File: src/rtl/cmp_sub_pkg.sv
// Shared ALU definitions: default datapath width and condition-flag bit positions.
package cmp_sub_pkg;
  localparam int unsigned ALU_WIDTH = 32;

  localparam int unsigned FLAG_N = 3;
  localparam int unsigned FLAG_Z = 2;
  localparam int unsigned FLAG_C = 1;
  localparam int unsigned FLAG_V = 0;

  // Signed less-than from the subtraction flags.
  function automatic logic signed_lt(input logic n, input logic v);
    return n ^ v;
  endfunction
endpackage

File: src/rtl/cmp_sub_addsub.sv
// Combinational WIDTH-bit adder with carry-in and carry-out.
// Zero latency; no flow control.
module cmp_sub_addsub
  import cmp_sub_pkg::*;
#(
  parameter int WIDTH = ALU_WIDTH
) (
  input  logic [WIDTH-1:0] a,
  input  logic [WIDTH-1:0] b,
  input  logic             cin,
  output logic [WIDTH-1:0] sum,
  output logic             cout
);
  logic [WIDTH:0] full;

  assign full = {1'b0, a} + {1'b0, b} + {{WIDTH{1'b0}}, cin};
  assign sum  = full[WIDTH-1:0];
  assign cout = full[WIDTH];
endmodule

File: src/rtl/cmp_sub.sv
// Registered compare/subtract: Out = In1 - In2 with NZCV flags and signed/unsigned relations.
// One-cycle latency, one operation per cycle, no backpressure; results hold while Valid_in is low.
module cmp_sub
  import cmp_sub_pkg::*;
#(
  parameter int WIDTH = ALU_WIDTH
) (
  input  logic             clk,
  input  logic             rst,
  input  logic             Valid_in,
  input  logic [WIDTH-1:0] In1,
  input  logic [WIDTH-1:0] In2,
  output logic             Valid_out,
  output logic [WIDTH-1:0] Out,
  output logic             Carry,
  output logic             Overflow,
  output logic [3:0]       Flag,
  output logic             Lt_s,
  output logic             Lt_u,
  output logic             Eq
);
  logic [WIDTH-1:0] in2_n;
  logic [WIDTH-1:0] diff;
  logic             carry;
  logic             ovf;

  logic             vld_d,  vld_q;
  logic [WIDTH-1:0] out_d,  out_q;
  logic [3:0]       flag_d, flag_q;
  logic             lt_s_d, lt_s_q;
  logic             lt_u_d, lt_u_q;
  logic             eq_d,   eq_q;

  assign in2_n = ~In2;

  cmp_sub_addsub #(.WIDTH(WIDTH)) u_addsub (
    .a    (In1),
    .b    (in2_n),
    .cin  (1'b1),
    .sum  (diff),
    .cout (carry)
  );

  assign ovf = (In1[WIDTH-1] != In2[WIDTH-1]) && (diff[WIDTH-1] != In1[WIDTH-1]);

  // Relations are registered rather than derived from flag_q so every output reads 0 in reset.
  always_comb begin
    vld_d  = Valid_in;
    out_d  = out_q;
    flag_d = flag_q;
    lt_s_d = lt_s_q;
    lt_u_d = lt_u_q;
    eq_d   = eq_q;
    if (Valid_in) begin
      out_d          = diff;
      flag_d[FLAG_N] = diff[WIDTH-1];
      flag_d[FLAG_Z] = (diff == '0);
      flag_d[FLAG_C] = carry;
      flag_d[FLAG_V] = ovf;
      lt_s_d         = signed_lt(diff[WIDTH-1], ovf);
      lt_u_d         = ~carry;
      eq_d           = (diff == '0);
    end
  end

  always_ff @(posedge clk or posedge rst) begin
    if (rst) begin
      vld_q  <= 1'b0;
      out_q  <= '0;
      flag_q <= '0;
      lt_s_q <= 1'b0;
      lt_u_q <= 1'b0;
      eq_q   <= 1'b0;
    end else begin
      vld_q  <= vld_d;
      out_q  <= out_d;
      flag_q <= flag_d;
      lt_s_q <= lt_s_d;
      lt_u_q <= lt_u_d;
      eq_q   <= eq_d;
    end
  end

  assign Valid_out = vld_q;
  assign Out       = out_q;
  assign Flag      = flag_q;
  assign Carry     = flag_q[FLAG_C];
  assign Overflow  = flag_q[FLAG_V];
  assign Lt_s      = lt_s_q;
  assign Lt_u      = lt_u_q;
  assign Eq        = eq_q;
endmodule

File: config.mk
export PLATFORM = sky130hd
export DESIGN_NAME = cmp_sub
export DESIGN_NICKNAME = d
export VERILOG_FILES = /design/src/rtl/cmp_sub_pkg.sv /design/src/rtl/cmp_sub_addsub.sv /design/src/rtl/cmp_sub.sv
export SDC_FILE = /design/constraint.sdc
export NUM_CORES = 1
export LEC_CHECK = 0
export CORE_AREA = 2 2 139 114
export DETAILED_ROUTE_END_ITERATION = 10
export DIE_AREA = 0 0 141 116
export SYNTH_ARGS = -nofsm -noshare
export SYNTH_HDL_FRONTEND = slang
export SYNTH_SLANG_ARGS = --single-unit
export TNS_END_PERCENT = 100
File: constraint.sdc
create_clock -name clk -period 1.1 [get_ports clk]
set_input_delay 0.22 -clock clk [delete_from_list [all_inputs] [get_ports clk]]
set_output_delay 0.22 -clock clk [all_outputs]
set_load 0.03 [all_outputs]
==> impl_metrics.tcl, run 1 <==
set metrics [dict create \
    clock.fmax_mhz 334 \
    area_growth_pct 115 \
    dieHeight_um 116 \
    grt_max_degree 39 \
    cp_slowest_stage_delay_ps 520 \
    critPathArrivalTime_ps 3200 \
    grt_pass1_wl_um 22400 \
    final_common_cell "buf_4" \
    muxShareOfSynthArea_pct 5.18 \
    place.port_buffers 108 \
    wl_um 14500 \
    period_minus_slack_ps 2990 \
    clk_pin_slew_ps 60 \
    io_pins 109 \
    finClkSkew_ps 0 \
    drc 0 \
    core_area_sq_um 14900 \
    layout.nets 830 \
    hold_slack_ps 245 \
    ant_nets 0 \
    initial_utilization_pct 24.9 \
    num_rows 40 \
    grt_overflow 0 \
    end_kind "flip-flop" \
    gp_congestion 0.863 \
    hold_viol 0 \
    grt_pass1_vias 4579 \
    rsz0062_at_grt "true" \
    synth_top_family_by_area "compound AO/OA/AOI/OAI gates" \
    critical_path_class "input pin to flip-flop" \
    final_cell_mix "buf_4 (172), buf_6 (63), dfrtp_1 (38)" \
    finalSetupTns_ps -38230 \
    hold_buffers 0 \
    dp_slack_ps -3000 \
    clockBufferDepth 2 \
    start_kind "input pin" \
    synth_seq_cells 38 \
    layout-drive-gt1-share_pct 64.9 \
    clkSinkCount 38 \
    cp_max_fo 2 \
    cts_root_buf "clkbuf_16" \
    fin_crit_sh_pct 272 \
    dieWidth_um 141 \
    syn_area_sq_um 3700 \
    status "finished with violations" \
    crit_slowest_cell "fa_1" \
    vias_per_cell 4.93 \
    hold_path.class "input pin to flip-flop" \
    insertion_delay_ps 280 \
    syn_inst 442 \
    final_util_pct 53.4 \
    dpl.cell_count 853 \
    die_area_sq_um 16400 \
    async_flop_share_pct 100 \
    yosys_warnings 0 \
    synth_compound_area_share_pct 26.6 \
    fin_ws_ps -1890 \
    violations "setup timing" \
    antenna_found_initial 0 \
    numCtsBuffers 5 \
    post_drt_wl_per_cell_um 15.7 \
    htree_num_levels 2 \
    critical_path.most_common_cell "nand4_1" \
    vias 4527 \
    drtPass1Iterations 4 \
    grt.total_usage_pct 16.8 \
    slew_viol_final 0 \
    critical_path_required_ps 1310 \
    synthDistinctLibCells 71 \
    r2r_slack_ps 260 \
    setup_viol 39 \
    synth-edff-count 0 \
    relSlewSlack_pct 68.0 \
    ir_drop_uv 914 \
    avgSynthCellArea_sq_um 8.37 \
    cap_violations 0 \
    syn-num-nets 543 \
    synth_xor_area_share_pct 4.26 \
    ys_seq_area_share_pct 25.7 \
    hpwl_um 10700 \
    synth_simple_gate_area_share_pct 17.4 \
    power.density_nw_per_um2 1200 \
    path_cells "buf_12 -> inv_12 -> ha_4 -> nor2b_4 -> o2111ai_4 -> a211oi_4 -> nor3_4 -> o32ai_4 -> o21ai_1 -> nor2b_2 -> fa_1 -> nand4_1 -> nor4_2 -> nand4_1 -> nor4_2 -> nand4_1 -> o21ai_2" \
    synth-adder-area-share_pct 11.9 \
    drt-initial-drc-count 171 \
    fin_cells 919 \
    p_leak_uw 0.00359 \
    cts_tree "built" \
    n_antenna_cell 0 \
    synth_flop_cell "dfrtp_1" \
    worstMarginPinSlew_ps 477 \
]
==> flip-flops by register name (all words and copies together), names as in the netlist <==
name / flops
Lt_s: 1
Out: 32
Flag: 3
Valid_out: 1
Lt_u: 1
==> critical path, delay by kind of cell <==
family                   cells  cell delay (ps)
AND/OR/NAND/NOR              8             1160
AO/OA/AOI/OAI                5              950
adder cells (fa/ha/maj)      2              750
buffers and inverters        2              120
==> cell families (layout without fill, tap and decap cells) <==
group / after synthesis / in the layout
compound gates: 139 / 139
simple gates: 127 / 127
buf+inv: 69 / 357
flops: 38 / 38
fa+ha+maj: 34 / 34
xor+xnor: 18 / 18
mux: 17 / 17
==> area by class of cell <==
type	instances	area (sq um)
fillers	1255	6930
multi-input cells	335	3610
repair buffers	302	2730
flip-flops and latches	38	951
well taps	189	236
inverters	47	211
clock buffers	5	125
clock inverters	3	68.8
==> cell usage after synthesis (3+ instances only) <==
library cell,number,area (sq um)
o211a_1,4,40.0
and3_1,5,31.3
inv_1,46,173
o31ai_1,6,45.0
mux2_2,17,191
o2111ai_1,6,52.6
o21ai_0,25,125
ha_1,32,400
nand2_1,32,120
or3_1,3,18.8
nor3_1,8,40.0
xor2_1,5,43.8
a31oi_1,7,43.8
nand3_1,11,55.1
clkbuf_1,5,18.8
a21o_1,11,82.6
xnor2_1,13,114
nand4_1,13,81.3
nor2_1,26,97.6
and2_1,3,18.8
o21a_1,8,60.1
buf_4,8,60.1
nand2b_1,3,18.8
nor4_1,4,25.0
buf_2,3,15.0
a211o_1,4,35.0
a211oi_1,4,30.0
o211ai_1,6,45.0
dfrtp_1,38,951
nor2b_1,8,50.1
a21oi_1,26,130
==> metrics by stage <==
stage	power, uW	instance area [sq um]
global route	9940	7940
CTS	9040	7530
global placement	6280	6260
floorplan	4160	4040
finish	9500	7940
detailed placement	6340	6260
==> where the power goes <==
group	internal (uW)	switching [uW]	total [uW]
Sequential	1690	283	1970
Combinational	3030	2600	5630
Clock	1300	600	1900
==> timing repair <==
action                     CTS  global route
setup endpoints to repair   40            44
gates resized for setup    348            94
buffers inserted            58            25
pin swaps                   92            63
==> layer usage <==
layer	track usage, %	part of all wire, %
met1	22.8	47
met2	29.4	48
met3	2.27	3.5
met4	2.60	1.8
met5	0	0
==> path summary, 6_finish.rpt <==
check | start | to | depth (start not counted)
setup / recovery | In2[1] | Flag[2] | 17
hold / removal | In2[0] | Out[0] | 3
setup reg to reg | Flag[2] | Flag[2] | 3
hold reg to reg | Out[9] | Out[9] | 1
max in group asynchronous | rst | Out[18] | 3
min in group asynchronous | rst | Lt_u | 3
Power figures use the tool's default switching activity.
==> run 2: changes to the inputs <==
- GPL_ROUTABILITY_DRIVEN: default -> 0
- clock period: 1.1 -> 2.4 ns (I/O delays scaled with it)
==> run 2 against run 1 <==
Net effect:
- the run still ends with setup timing left
- clock power down 60%
- largest power group unchanged
- die area did not move
- critical path depth increased by 3
- critical endpoint is now Flag[0]
- worst setup slack gained 900 ps
==> impl_metrics.tcl, run 2 (synthesis gave the netlist of run 1 again) <==
set metrics [dict create \
    clockBufferDepth 2 \
    ant_nets 0 \
    crit_slowest_cell "fa_2" \
    grt.total_usage_pct 17.8 \
    end_kind "flip-flop" \
    ir_drop_uv 415 \
    layout.nets 842 \
    r2r_slack_ps 1600 \
    r2r_end "Out[16]" \
    io_pins 109 \
    swShare_pct 37.5 \
    power.density_nw_per_um2 537 \
    numCtsBuffers 5 \
    hold_path_depth 2 \
    final_util_pct 52.5 \
    hold_path.class "flip-flop to flip-flop" \
    cts_tree "built" \
    hold_buffers 0 \
    pwr-share-seq_pct 20.8 \
    drc 0 \
    num_rows 40 \
    critical_path_class "input pin to flip-flop" \
    wl_um 14800 \
    status "finished with violations" \
    clk_pin_slew_ps 60 \
    setup_viol 20 \
    drtPass1Iterations 5 \
    period_minus_slack_ps 3400 \
    critical_path.most_common_cell "buf_6" \
    worstMarginPinSlew_ps 546 \
    min_to "Out[29]" \
    place.port_buffers 108 \
    p_leak_uw 0.00345 \
    power.internal_uw 2620 \
    dieHeight_um 116 \
    layout-drive-gt1-share_pct 57.1 \
    slew_viol_final 0 \
    dieWidth_um 141 \
    dpl.cell_count 856 \
    grt_pass1_wl_um 23800 \
    post_drt_wl_per_cell_um 15.9 \
    final_cell_mix "buf_4 (158), buf_6 (67), clkdlybuf4s50_1 (51)" \
    hpwl_um 10600 \
    grt_pass1_vias 4753 \
    relSlewSlack_pct 63.2 \
    start_kind "input pin" \
    clkSinkCount 38 \
    dp_slack_ps -1910 \
    vias_per_cell 4.94 \
    hold_slack_ps 492 \
    die_area_sq_um 16400 \
    cts_root_buf "clkbuf_16" \
    cp_max_fo 3 \
    critPathBufInv 9 \
    htree_num_levels 2 \
    area_growth_pct 111 \
    reg2reg_depth 1 \
    n_antenna_cell 0 \
    path_cells "buf_6 -> ha_4 -> buf_6 -> a21oi_4 -> o21a_1 -> o211ai_1 -> buf_4 -> nor3_4 -> o32ai_2 -> o21ai_1 -> nor2b_2 -> fa_2 -> buf_4 -> buf_6 -> buf_6 -> buf_6 -> buf_6 -> buf_6 -> xor2_1 -> o31ai_1" \
    clockPowerShare_pct 18.1 \
    fin_ws_ps -996 \
    clock.fmax_mhz 294 \
    violations "setup timing" \
    vias 4598 \
    initial_utilization_pct 24.9 \
    drt-initial-drc-count 230 \
    antenna_found_initial 0 \
    grt_overflow 0 \
    worstReg2RegStart "Out[16]" \
    rsz0062_at_grt "true" \
    critPathArrivalTime_ps 3590 \
    switchingPower_uw 1570 \
    insertion_delay_ps 280 \
    finClkSkew_ps 0 \
    hold_start "Out[29]" \
    largest_reg_flops 32 \
    cp_slowest_stage_delay_ps 460 \
    hold_viol 0 \
    crit_family "buffers and inverters" \
    critical_path_required_ps 2590 \
    fin_crit_sh_pct 141 \
    combPwrFrac_pct 61.1 \
    cap_violations 0 \
    core_area_sq_um 14900 \
    grt_max_degree 39 \
    fin_cells 931 \
    final_common_cell "buf_4" \
]
==> run 2: cell count changes in the layout (fill, tap and decap cells not counted), moves of 4 or more <==
cell             previous run  this run
buf_4                     172       158
buf_12                     16         2
buf_6                      63        67
clkbuf_2                    9         4
clkdlybuf4s50_1             8        51
==> run 2: layout make-up <==
| class | count | area [sq um] |
|---|---|---|
| Inverter | 47 | 204 |
| Clock inverter | 3 | 45.0 |
| Timing Repair Buffer | 314 | 2760 |
| Sequential cell | 38 | 951 |
| Tap cell | 189 | 236 |
| Fill cell | 1262 | 7060 |
| Multi-Input combinational cell | 335 | 3480 |
| Clock buffer | 5 | 125 |
==> run 2: power groups by stage <==
stage | logic [uW] | clock network, uW | registers (uW)
6_report | 2560 | 760 | 869
5_1_grt | 2720 | 799 | 885
4_1_cts | 2360 | 773 | 869
3_5_place_dp | 1900 | 0 | 879
3_3_place_gp | 1880 | 0 | 872
2_1_floorplan | 743 | 0 | 1120
==> run 2: worst max path at each step <==
stage / from / slack [ps] / endpoint / cells after the start
2_1_floorplan: In2[12] / -920 / Flag[2] / 16
3_3_place_gp: In2[1] / -1650 / Flag[2] / 17
3_5_place_dp: In2[1] / -1910 / Flag[2] / 17
4_1_cts: In2[1] / -940 / Flag[2] / 17
5_1_grt: In2[1] / -1230 / Flag[2] / 17
6_report: In1[12] / -1000 / Flag[0] / 20
==> run 2: repair_timing <==
| action | CTS | global route |
|---|---|---|
| pin swaps | 78 | 49 |
| setup buffers | 81 | 24 |
| setup endpoints to repair | 32 | 26 |
| gates resized for setup | 382 | 65 |
==> run 2: worst min-delay path: stages, from the launching register on <==
cell	delay, ps
dfrtp_1	350
nand2_1	60
o31ai_1	50
==> run 2: metal layers <==
layer	global-route usage [%]	up-vias	share of wire [%]
met3	2.19	23	4.4
li1	-	2222	-
met5	0	-	0
met2	31.3	145	49
met1	24.4	2208	45
met4	2.07	0	1.6
==> run 2: metrics by stage <==
stage	power, uW	setup TNS, ps	instance area, sq um
2_1_floorplan	1860	-3170	3880
3_3_place_gp	2750	-25210	6080
3_5_place_dp	2780	-27380	6080
4_1_cts	4000	-7100	7520
5_1_grt	4410	-8390	7800
6_report	4190	-6740	7800
